[config.mk]
export PLATFORM = sky130hd
export DESIGN_NAME = mem_port_arbiter_flat
export DESIGN_NICKNAME = d
export VERILOG_FILES = /design/src/rtl/mem_port_arbiter_if.sv /design/src/rtl/mem_port_arbiter.sv /design/src/flat_wrapper.sv
export SDC_FILE = /design/constraint.sdc
export NUM_CORES = 1
export LEC_CHECK = 0
export BUFFER_PORTS_ARGS = -buffer_cell sky130_fd_sc_hd__buf_4
export CAP_MARGIN = 25
export CORE_AREA = 3 3 140 142
export DETAILED_ROUTE_END_ITERATION = 16
export DIE_AREA = 0 0 143 145
export SYNTH_ARGS = -nofsm -noshare
export SYNTH_HDL_FRONTEND = slang
export SYNTH_SLANG_ARGS = --single-unit
[constraint.sdc]
create_clock -name clk -period 3.5 [get_ports clk]
set_input_delay 0.35 -clock clk [delete_from_list [all_inputs] [get_ports clk]]
set_output_delay 0.35 -clock clk [all_outputs]
set_load 0.01 [all_outputs]
[src/rtl/mem_port_arbiter_if.sv]
// Bundle of requester, memory and status signals around the IF/MEM memory port arbiter.
// master = arbiter side, slave = core pipeline plus memory side.
interface mem_port_arbiter_if #(
  parameter int ADDR_W = 8,
  parameter int DATA_W = 32
);
  logic              if_req;
  logic [ADDR_W-1:0] if_addr;
  logic              if_ack;
  logic [DATA_W-1:0] if_rdata;
  logic              if_stall;

  logic              d_req;
  logic              d_we;
  logic [3:0]        d_be;
  logic [ADDR_W-1:0] d_addr;
  logic [DATA_W-1:0] d_wdata;
  logic              d_ack;
  logic [DATA_W-1:0] d_rdata;
  logic              d_stall;

  logic              err;
  logic [1:0]        grant;

  logic              mem_en;
  logic              mem_we;
  logic [3:0]        mem_be;
  logic [ADDR_W-1:0] mem_addr;
  logic [DATA_W-1:0] mem_wdata;
  logic [DATA_W-1:0] mem_rdata;
  logic              mem_ready;

  modport master (
    input  if_req, if_addr, d_req, d_we, d_be, d_addr, d_wdata, mem_rdata, mem_ready,
    output if_ack, if_rdata, if_stall, d_ack, d_rdata, d_stall, err, grant,
           mem_en, mem_we, mem_be, mem_addr, mem_wdata
  );

  modport slave (
    output if_req, if_addr, d_req, d_we, d_be, d_addr, d_wdata, mem_rdata, mem_ready,
    input  if_ack, if_rdata, if_stall, d_ack, d_rdata, d_stall, err, grant,
           mem_en, mem_we, mem_be, mem_addr, mem_wdata
  );
endinterface

[src/rtl/mem_port_arbiter.sv]
// Single-port memory arbiter between instruction fetch and load/store, with fetch
// starvation protection and a WAIT timeout for a memory that never answers.
//
// state   | meaning
// S_IDLE  | no transfer; arbitrate when any request is high
// S_ISSUE | first mem_en cycle of the granted transfer
// S_WAIT  | further mem_en cycles, timeout counter running
// S_DONE  | mem_en low, winner's ack (and err on timeout) high for one cycle
module mem_port_arbiter #(
  parameter int ADDR_W     = 8,
  parameter int DATA_W     = 32,
  parameter int STARVE_MAX = 4,
  parameter int TIMEOUT    = 15
) (
  input logic               clk,
  input logic               rst,
  mem_port_arbiter_if.master io_bus
);

  localparam int SC_W = $clog2(STARVE_MAX + 1);
  localparam int TO_W = $clog2(TIMEOUT + 1);

  localparam logic [1:0] G_NONE = 2'b00;
  localparam logic [1:0] G_IF   = 2'b01;
  localparam logic [1:0] G_D    = 2'b10;

  typedef enum logic [1:0] {
    S_IDLE  = 2'd0,
    S_ISSUE = 2'd1,
    S_WAIT  = 2'd2,
    S_DONE  = 2'd3
  } state_t;

  state_t            r_state;
  logic [SC_W-1:0]   r_starve_cnt;
  logic [TO_W-1:0]   r_to_cnt;
  logic [1:0]        r_grant;
  logic              r_mem_en;
  logic              r_mem_we;
  logic [3:0]        r_mem_be;
  logic [ADDR_W-1:0] r_mem_addr;
  logic [DATA_W-1:0] r_mem_wdata;
  logic              r_if_ack;
  logic              r_d_ack;
  logic              r_err;
  logic [DATA_W-1:0] r_if_rdata;
  logic [DATA_W-1:0] r_d_rdata;

  logic              w_starved;
  logic              w_d_wins;
  logic [SC_W-1:0]   w_starve_inc;
  logic [TO_W-1:0]   w_to_next;
  logic              w_timeout;

  assign w_starved    = (r_starve_cnt >= SC_W'(STARVE_MAX));
  assign w_d_wins     = io_bus.d_req & (~w_starved | ~io_bus.if_req);
  assign w_starve_inc = w_starved ? r_starve_cnt : r_starve_cnt + SC_W'(1);
  assign w_to_next    = r_to_cnt + TO_W'(1);
  assign w_timeout    = (r_state == S_WAIT) && (w_to_next == TO_W'(TIMEOUT));

  always_ff @(posedge clk or negedge rst) begin
    if (!rst) begin
      r_state      <= S_IDLE;
      r_starve_cnt <= '0;
      r_to_cnt     <= '0;
      r_grant      <= G_NONE;
      r_mem_en     <= 1'b0;
      r_mem_we     <= 1'b0;
      r_mem_be     <= 4'h0;
      r_mem_addr   <= '0;
      r_mem_wdata  <= '0;
      r_if_ack     <= 1'b0;
      r_d_ack      <= 1'b0;
      r_err        <= 1'b0;
      r_if_rdata   <= '0;
      r_d_rdata    <= '0;
    end else begin
      case (r_state)
        S_IDLE: begin
          if (io_bus.if_req | io_bus.d_req) begin
            r_state  <= S_ISSUE;
            r_mem_en <= 1'b1;
            r_to_cnt <= '0;
            if (w_d_wins) begin
              r_grant     <= G_D;
              r_mem_we    <= io_bus.d_we;
              r_mem_be    <= io_bus.d_be;
              r_mem_addr  <= io_bus.d_addr;
              r_mem_wdata <= io_bus.d_wdata;
              // Only a data grant that bypassed a waiting fetch counts toward starvation.
              r_starve_cnt <= io_bus.if_req ? w_starve_inc : '0;
            end else begin
              r_grant      <= G_IF;
              r_mem_we     <= 1'b0;
              r_mem_be     <= 4'hF;
              r_mem_addr   <= io_bus.if_addr;
              r_mem_wdata  <= '0;
              r_starve_cnt <= '0;
            end
          end
        end

        S_ISSUE, S_WAIT: begin
          if (io_bus.mem_ready) begin
            r_state  <= S_DONE;
            r_mem_en <= 1'b0;
            r_to_cnt <= '0;
            r_if_ack <= (r_grant == G_IF);
            r_d_ack  <= (r_grant == G_D);
            if (r_grant == G_IF) begin
              r_if_rdata <= io_bus.mem_rdata;
            end else if (!r_mem_we) begin
              r_d_rdata <= io_bus.mem_rdata;
            end
          end else if (w_timeout) begin
            r_state  <= S_DONE;
            r_mem_en <= 1'b0;
            r_to_cnt <= '0;
            r_err    <= 1'b1;
            r_if_ack <= (r_grant == G_IF);
            r_d_ack  <= (r_grant == G_D);
            if (r_grant == G_IF) begin
              r_if_rdata <= '0;
            end else begin
              r_d_rdata <= '0;
            end
          end else begin
            r_state <= S_WAIT;
            if (r_state == S_WAIT) begin
              r_to_cnt <= w_to_next;
            end
          end
        end

        S_DONE: begin
          r_state  <= S_IDLE;
          r_grant  <= G_NONE;
          r_if_ack <= 1'b0;
          r_d_ack  <= 1'b0;
          r_err    <= 1'b0;
        end

        default: begin
          r_state  <= S_IDLE;
          r_grant  <= G_NONE;
          r_mem_en <= 1'b0;
        end
      endcase
    end
  end

  assign io_bus.mem_en    = r_mem_en;
  assign io_bus.mem_we    = r_mem_we;
  assign io_bus.mem_be    = r_mem_be;
  assign io_bus.mem_addr  = r_mem_addr;
  assign io_bus.mem_wdata = r_mem_wdata;
  assign io_bus.grant     = r_grant;
  assign io_bus.if_ack    = r_if_ack;
  assign io_bus.d_ack     = r_d_ack;
  assign io_bus.err       = r_err;
  assign io_bus.if_rdata  = r_if_rdata;
  assign io_bus.d_rdata   = r_d_rdata;

  // Stalls are forced low while reset is held so the pipeline is not frozen by stale requests.
  assign io_bus.if_stall  = rst & io_bus.if_req & ~r_if_ack;
  assign io_bus.d_stall   = rst & io_bus.d_req & ~r_d_ack;

endmodule

[src/flat_wrapper.sv]
// flat-port wrapper written by rule: the top's interface ports become plain ports
module mem_port_arbiter_flat 
#(
  parameter int ADDR_W     = 8,
  parameter int DATA_W     = 32,
  parameter int STARVE_MAX = 4,
  parameter int TIMEOUT    = 15
)
  (clk, rst, io_bus_if_req, io_bus_if_addr, io_bus_d_req, io_bus_d_we, io_bus_d_be, io_bus_d_addr, io_bus_d_wdata, io_bus_mem_rdata, io_bus_mem_ready, io_bus_if_ack, io_bus_if_rdata, io_bus_if_stall, io_bus_d_ack, io_bus_d_rdata, io_bus_d_stall, io_bus_err, io_bus_grant, io_bus_mem_en, io_bus_mem_we, io_bus_mem_be, io_bus_mem_addr, io_bus_mem_wdata);
  mem_port_arbiter_if #(.ADDR_W(ADDR_W), .DATA_W(DATA_W)) io_bus_i ();
  input logic clk;
  input logic rst;
  input wire logic [$bits(io_bus_i.if_req)-1:0] io_bus_if_req;
  input wire logic [$bits(io_bus_i.if_addr)-1:0] io_bus_if_addr;
  input wire logic [$bits(io_bus_i.d_req)-1:0] io_bus_d_req;
  input wire logic [$bits(io_bus_i.d_we)-1:0] io_bus_d_we;
  input wire logic [$bits(io_bus_i.d_be)-1:0] io_bus_d_be;
  input wire logic [$bits(io_bus_i.d_addr)-1:0] io_bus_d_addr;
  input wire logic [$bits(io_bus_i.d_wdata)-1:0] io_bus_d_wdata;
  input wire logic [$bits(io_bus_i.mem_rdata)-1:0] io_bus_mem_rdata;
  input wire logic [$bits(io_bus_i.mem_ready)-1:0] io_bus_mem_ready;
  output wire logic [$bits(io_bus_i.if_ack)-1:0] io_bus_if_ack;
  output wire logic [$bits(io_bus_i.if_rdata)-1:0] io_bus_if_rdata;
  output wire logic [$bits(io_bus_i.if_stall)-1:0] io_bus_if_stall;
  output wire logic [$bits(io_bus_i.d_ack)-1:0] io_bus_d_ack;
  output wire logic [$bits(io_bus_i.d_rdata)-1:0] io_bus_d_rdata;
  output wire logic [$bits(io_bus_i.d_stall)-1:0] io_bus_d_stall;
  output wire logic [$bits(io_bus_i.err)-1:0] io_bus_err;
  output wire logic [$bits(io_bus_i.grant)-1:0] io_bus_grant;
  output wire logic [$bits(io_bus_i.mem_en)-1:0] io_bus_mem_en;
  output wire logic [$bits(io_bus_i.mem_we)-1:0] io_bus_mem_we;
  output wire logic [$bits(io_bus_i.mem_be)-1:0] io_bus_mem_be;
  output wire logic [$bits(io_bus_i.mem_addr)-1:0] io_bus_mem_addr;
  output wire logic [$bits(io_bus_i.mem_wdata)-1:0] io_bus_mem_wdata;
  assign io_bus_i.if_req = io_bus_if_req;
  assign io_bus_i.if_addr = io_bus_if_addr;
  assign io_bus_i.d_req = io_bus_d_req;
  assign io_bus_i.d_we = io_bus_d_we;
  assign io_bus_i.d_be = io_bus_d_be;
  assign io_bus_i.d_addr = io_bus_d_addr;
  assign io_bus_i.d_wdata = io_bus_d_wdata;
  assign io_bus_i.mem_rdata = io_bus_mem_rdata;
  assign io_bus_i.mem_ready = io_bus_mem_ready;
  assign io_bus_if_ack = io_bus_i.if_ack;
  assign io_bus_if_rdata = io_bus_i.if_rdata;
  assign io_bus_if_stall = io_bus_i.if_stall;
  assign io_bus_d_ack = io_bus_i.d_ack;
  assign io_bus_d_rdata = io_bus_i.d_rdata;
  assign io_bus_d_stall = io_bus_i.d_stall;
  assign io_bus_err = io_bus_i.err;
  assign io_bus_grant = io_bus_i.grant;
  assign io_bus_mem_en = io_bus_i.mem_en;
  assign io_bus_mem_we = io_bus_i.mem_we;
  assign io_bus_mem_be = io_bus_i.mem_be;
  assign io_bus_mem_addr = io_bus_i.mem_addr;
  assign io_bus_mem_wdata = io_bus_i.mem_wdata;
  mem_port_arbiter #(.ADDR_W(ADDR_W), .DATA_W(DATA_W), .STARVE_MAX(STARVE_MAX), .TIMEOUT(TIMEOUT)) u_core (.clk(clk), .rst(rst), .io_bus(io_bus_i));
endmodule
# Word level (Yosys, flattened, before mapping)
# Cells that the tools add are included.
# classes
addsub	2
order_cmp	1
eq_ne	13
muxes	41
bitwise	12
reduce_logical	16
# ops
operator	count
$mux W32	10
$mux W4	5
$reduce_and A3 Y1	5
$mux W1	11
$mux W3	3
$mux W2	4
$mux W8	1
$pmux W1 S2	4
$pmux W4 S2	1
$reduce_bool A2 Y1	4
$eq A2 B2 Y1 const B	3
$pmux W2 S3	1
$reduce_and A2 Y1	3
$and A1 B1 Y1	5
$not A1 Y1	5
$add A4 B1 Y4 const B	1
$eq A2 B1 Y1 const B	2
$eq A4 B4 Y1 const B	1
$ne A2 B1 Y1 const B	2
$ne A2 B2 Y1 const B	2
$ne A4 B2 Y1 const B	1
$pmux W2 S2	1
$reduce_and A4 Y1	1
$add A3 B1 Y3 const B	1
7 further kinds	8
# totals
reg_bits	124
in_bits	90
word_cells	99

# Logic depth before layout (Yosys ltp)
# depth
word_depth	7
ltp_mapped	8
mapped_depth_nobuf	6

# Worst setup path after synthesis
# Ideal clock, no wire load.
# synth_path
kind	reg-to-reg
from	register u_core.r_to_cnt[0]
to	register u_core.r_d_ack, in the netlist u_core.io_bus.d_ack
setup_ns	0.128
arrival_time_ns	1.898
slack_ns	1.475
path_stages_with_launch	7
n_path_buf	1
cell_sequence	dfrtp_1 -> ha_1 -> xnor2_1 -> or4_1 -> buf_6 -> a21oi_4 -> mux2_1
# synth_via
elab_chain_cells	5
# synth_lines
element	line_no	text
start, declared	mem_port_arbiter.sv:36	logic [TO_W-1:0] r_to_cnt;
start signal, assigned	mem_port_arbiter.sv:130	r_to_cnt <= w_to_next;
$add A4 B1 Y4	mem_port_arbiter.sv:58	assign w_to_next = r_to_cnt + TO_W'(1);
$eq A4 B4 Y1	mem_port_arbiter.sv:59	assign w_timeout = (r_state == S_WAIT) && (w_to_next == TO_W'(TIMEOUT));
$logic_and A1 B1 Y1	mem_port_arbiter.sv:59	
$ne A3 B2 Y1 (no line)	--	
$reduce_and A2 Y1 (no line)	--	
end signal, assigned	mem_port_arbiter.sv:109	r_d_ack <= (r_grant == G_D);
end signal, assigned	mem_port_arbiter.sv:121	r_d_ack <= (r_grant == G_D);
end, declared	mem_port_arbiter.sv:44	logic r_d_ack;
# No other way between the ends.
# A chain may end at the register's enable or synchronous reset.

# Worst setup path in the final report
# layout_path
from	register u_core.r_to_cnt[0]
to	register u_core.r_d_rdata[26], in the netlist u_core.io_bus.d_rdata[26]
# layout_via
elab_chain_cells	5
# layout_lines
element	line_no	text
$add A4 B1 Y4	mem_port_arbiter.sv:58	
$eq A4 B4 Y1	mem_port_arbiter.sv:59	
$logic_and A1 B1 Y1	mem_port_arbiter.sv:59	
$reduce_bool A2 Y1 (no line)	--	
$reduce_and A4 Y1 (no line)	--	
end signal, assigned	mem_port_arbiter.sv:113	r_d_rdata <= io_bus.mem_rdata;
end, declared	mem_port_arbiter.sv:47	logic [DATA_W-1:0] r_d_rdata;
# No other way between the ends.

==> summary.txt <==
Floorplanning
  – Ports: 207
  – Core Box Area: 0.0186 mm²
  – Rows: 50
  – Die footprint: 0.0207 mm²
  – Die X: 143 µm
  – DIE HEIGHT: 145 µm
  – Initial Utilization: 27.7%

Timing
  – Clock skew: 13.8 ps
  – Crit share post-route: between 60 and 70%
  – Max_slew headroom: 45.6%
  – Final Hold Vio Count: 0
  – Worst-margin pin slew: 816 ps
  – Setup TNS: 0 ps
  – Pins Over Slew Limit: 0
  – RSZ-0062 raised after global routing: false
  – Count of final setup violators: 0
  – Final worst setup slack: 1090 ps
  – Maximum clock rate: 0.415 GHz
  – Tmin final: 2410 ps

Synth
  – Number of synthesized flops with an enable pin: 0
  – Cell Area, Synth: 0.00514 mm²
  – Top cells by count, synth: dfrtp_1 (124), a22o_1 (65), nand2_1 (47)
  – Cells after Synth: 430
  – Post-synth top flop: dfrtp_1
  – Seq/Total Area, Yosys: a little over 60%
  – Unique masters post-synth: between 40 and 50
  – Flops & latches, synth: 124
  – Syn_nets: 529
  – Average size of a mapped cell: 12.0 µm²
  – Yosys warnings: 0
  – Synth top area cells: dfrtp_1 (60%), a22o_1 (11%), a22oi_1 (4.7%)
  – Synth top area share: 60.3%
  – Post-synth ARST share: 100%
  – Largest area contributor in the synthesized netlist: dfrtp_1
  – Top-count cell post-synth: dfrtp_1

Worst setup path
  – Crit path DAT: 2670 ps
  – CP Cell Sequence: ha_1, xnor2_1, or4_1, nor2_8, o21ai_0
  – Largest stage delay, worst path: 720 ps
  – CP top delay family: simple AND/OR/NAND/NOR gates
  – Critical setup path kind: flip-flop to flip-flop
  – Crit path required time: 3760 ps
  – Worst path slowest cell: or4_1
  – Setup crit end kind: flip-flop
  – CP bufs+invs: 0
  – CP Launch Type: flip-flop
  – Crit Path Max Fanout: 32

Power
  – Peak VDD IR: around 0.38 mV
  – Pleak: 3.78 nW
  – PwrDens: 1010 mW/mm²
  – Pwr Total: 7.66 mW

Finish
  – Post-route insts no fill: 877
  – Finished Cell Area: 0.00757 mm²
  – Share of cells above drive strength 1: 40.3%
  – P&R area growth vs syn: 47.3%
  – Filler instances: approximately 1,700
  – Post-layout net count: 731
  – ANT cells: 0

Worst hold path
  – Class of the worst hold path: primary input to async pin

Clock network
  – Clk sinks: approximately 120
  – TritonCTS buffer count: 17
  – Clock root cell: clkbuf_16
  – CTS tree: done
  – Post-CTS Resized: 0
  – Clock buffer depth: 2
  – Clock insertion delay at the later pin of the skew report: a little over 400 ps
  – # hold bufs at CTS: 0
  – Post-CTS setup buffer count: 0
  – Clk slew on worst S/H paths: 50 ps
  – H-tree levels: 4

Detailed routing
  – 1st-iter DRT viols: 228
  – Final WL: 15,000 µm
  – Via count: approximately 4,300
  – Detail Route Antenna Nets: 0
  – Vias/cell: between 4 and 5
  – Residual DRC: 0
  – TritonRoute pass-1 iters: 5
  – Routed wire length per instance: 17.1 µm

Run
  – Maxcap violations: 0

Place
  – DP Wirelength: about 10,000 µm
  – DP Area: 0.00690 mm²
  – Gp weighted congestion: 0.848
  – PortBufs: 206
  – Pre-CTS setup slack: 1080 ps
  – Placed insts: 846

Global routing
  – First-pass GRT wire length: 23,400 µm
  – Total GRT Usage: 14.4%
  – Initial antenna violation count: 0
  – Vias in the first global route: 4,478
  – Global route overflow: 0
  – Largest net degree at the start of global routing: 67

Status
  – Status: completed
metrics by stage:
stage / hold WS, ps / utilization (%)
3_5_place_dp: 476 / 37.1
3_3_place_gp: 475 / 37.1
5_1_grt: 130 / 40.8
2_1_floorplan: 54.4 / -
6_report: 126 / 40.8
4_1_cts: 130 / 40.6
flip-flops by register name, indices dropped and copies added, names as in the netlist:
| signal | count |
|---|---|
| u_core.r_starve_cnt | 3 |
| u_core.io_bus.mem_addr | 8 |
| u_core.io_bus.d_rdata | 32 |
| u_core.io_bus.mem_we | 1 |
| u_core.io_bus.if_rdata | 32 |
| u_core.io_bus.err | 1 |
| u_core.io_bus.grant | 2 |
| u_core.io_bus.d_ack | 1 |
| u_core.io_bus.mem_be | 4 |
| u_core.r_state | 2 |
| u_core.io_bus.mem_wdata | 32 |
| u_core.io_bus.if_ack | 1 |
| u_core.io_bus.mem_en | 1 |
| u_core.r_to_cnt | 4 |
where the power goes:
group          leakage, nW  internal (mW)  switching (mW)
clock                0.313           1.33           0.600
combinational         1.95           1.62            1.57
sequential            1.51           2.08           0.470
total                 3.78           5.02            2.64
cells by family after synthesis:
logic type      Yosys count  synth area share, %
xor+xnor                  2                0.341
simple gates             80                 7.20
buf+inv                  50                 4.38
mux                       3                0.657
compound gates          162                 24.9
flops                   124                 60.3
fa+ha+maj                 9                 2.19
layer usage:
metal | vias up | global-route usage [%] | routed length (µm) | share of wire [%]
li1 | 2003 | - | - | -
met1 | 2094 | 17.9 | 6470 | 43
met2 | 214 | 22.7 | 7050 | 47
met3 | 24 | 4.85 | 1200 | 8.0
met4 | 0 | 5.99 | 310 | 2.1
met5 | - | 0 | 0 | 0
placed cells by master, fill, tap and decap left out, types with 3 or more instances in the layout:
cell type	n
inv_1	18
buf_4	214
nand2b_1	3
ha_1	9
clkbuf_16	17
a222oi_1	8
bufinv_16	5
a22o_1	65
dfrtp_1	124
a22oi_1	32
o21ai_0	29
nor2b_1	3
o22a_1	4
nand2_1	47
clkbuf_1	3
nor2_1	8
o21ai_2	11
nand3_1	6
clkbuf_8	4
worst paths after layout:
check	slack [ps]	cells past startpoint	startpoint	endpoint
setup / recovery	1090	5	u_core.r_to_cnt[0]	u_core.io_bus.d_rdata[26]
hold / removal	130	2	rst	u_core.io_bus.mem_addr[2]
setup reg to reg	1090	5	u_core.r_to_cnt[0]	u_core.io_bus.d_rdata[26]
hold reg to reg	480	1	u_core.io_bus.mem_en	u_core.io_bus.mem_en
max in group asynchronous	2810	2	rst	u_core.io_bus.d_rdata[6]
min in group clk	150	2	io_bus_d_wdata[0]	u_core.io_bus.mem_wdata[0]
cell type report:
type	count	area [µm²]	area share, %
flip-flops and latches	124	3100	41.0
multi-input cells	256	1830	24.1
repair buffers	215	1630	21.6
clock buffers	24	492	6.49
well taps	234	293	3.87
clock inverters	6	158	2.08
inverters	18	67.6	0.892
Note: power is estimated with default switching activity, not from simulation.
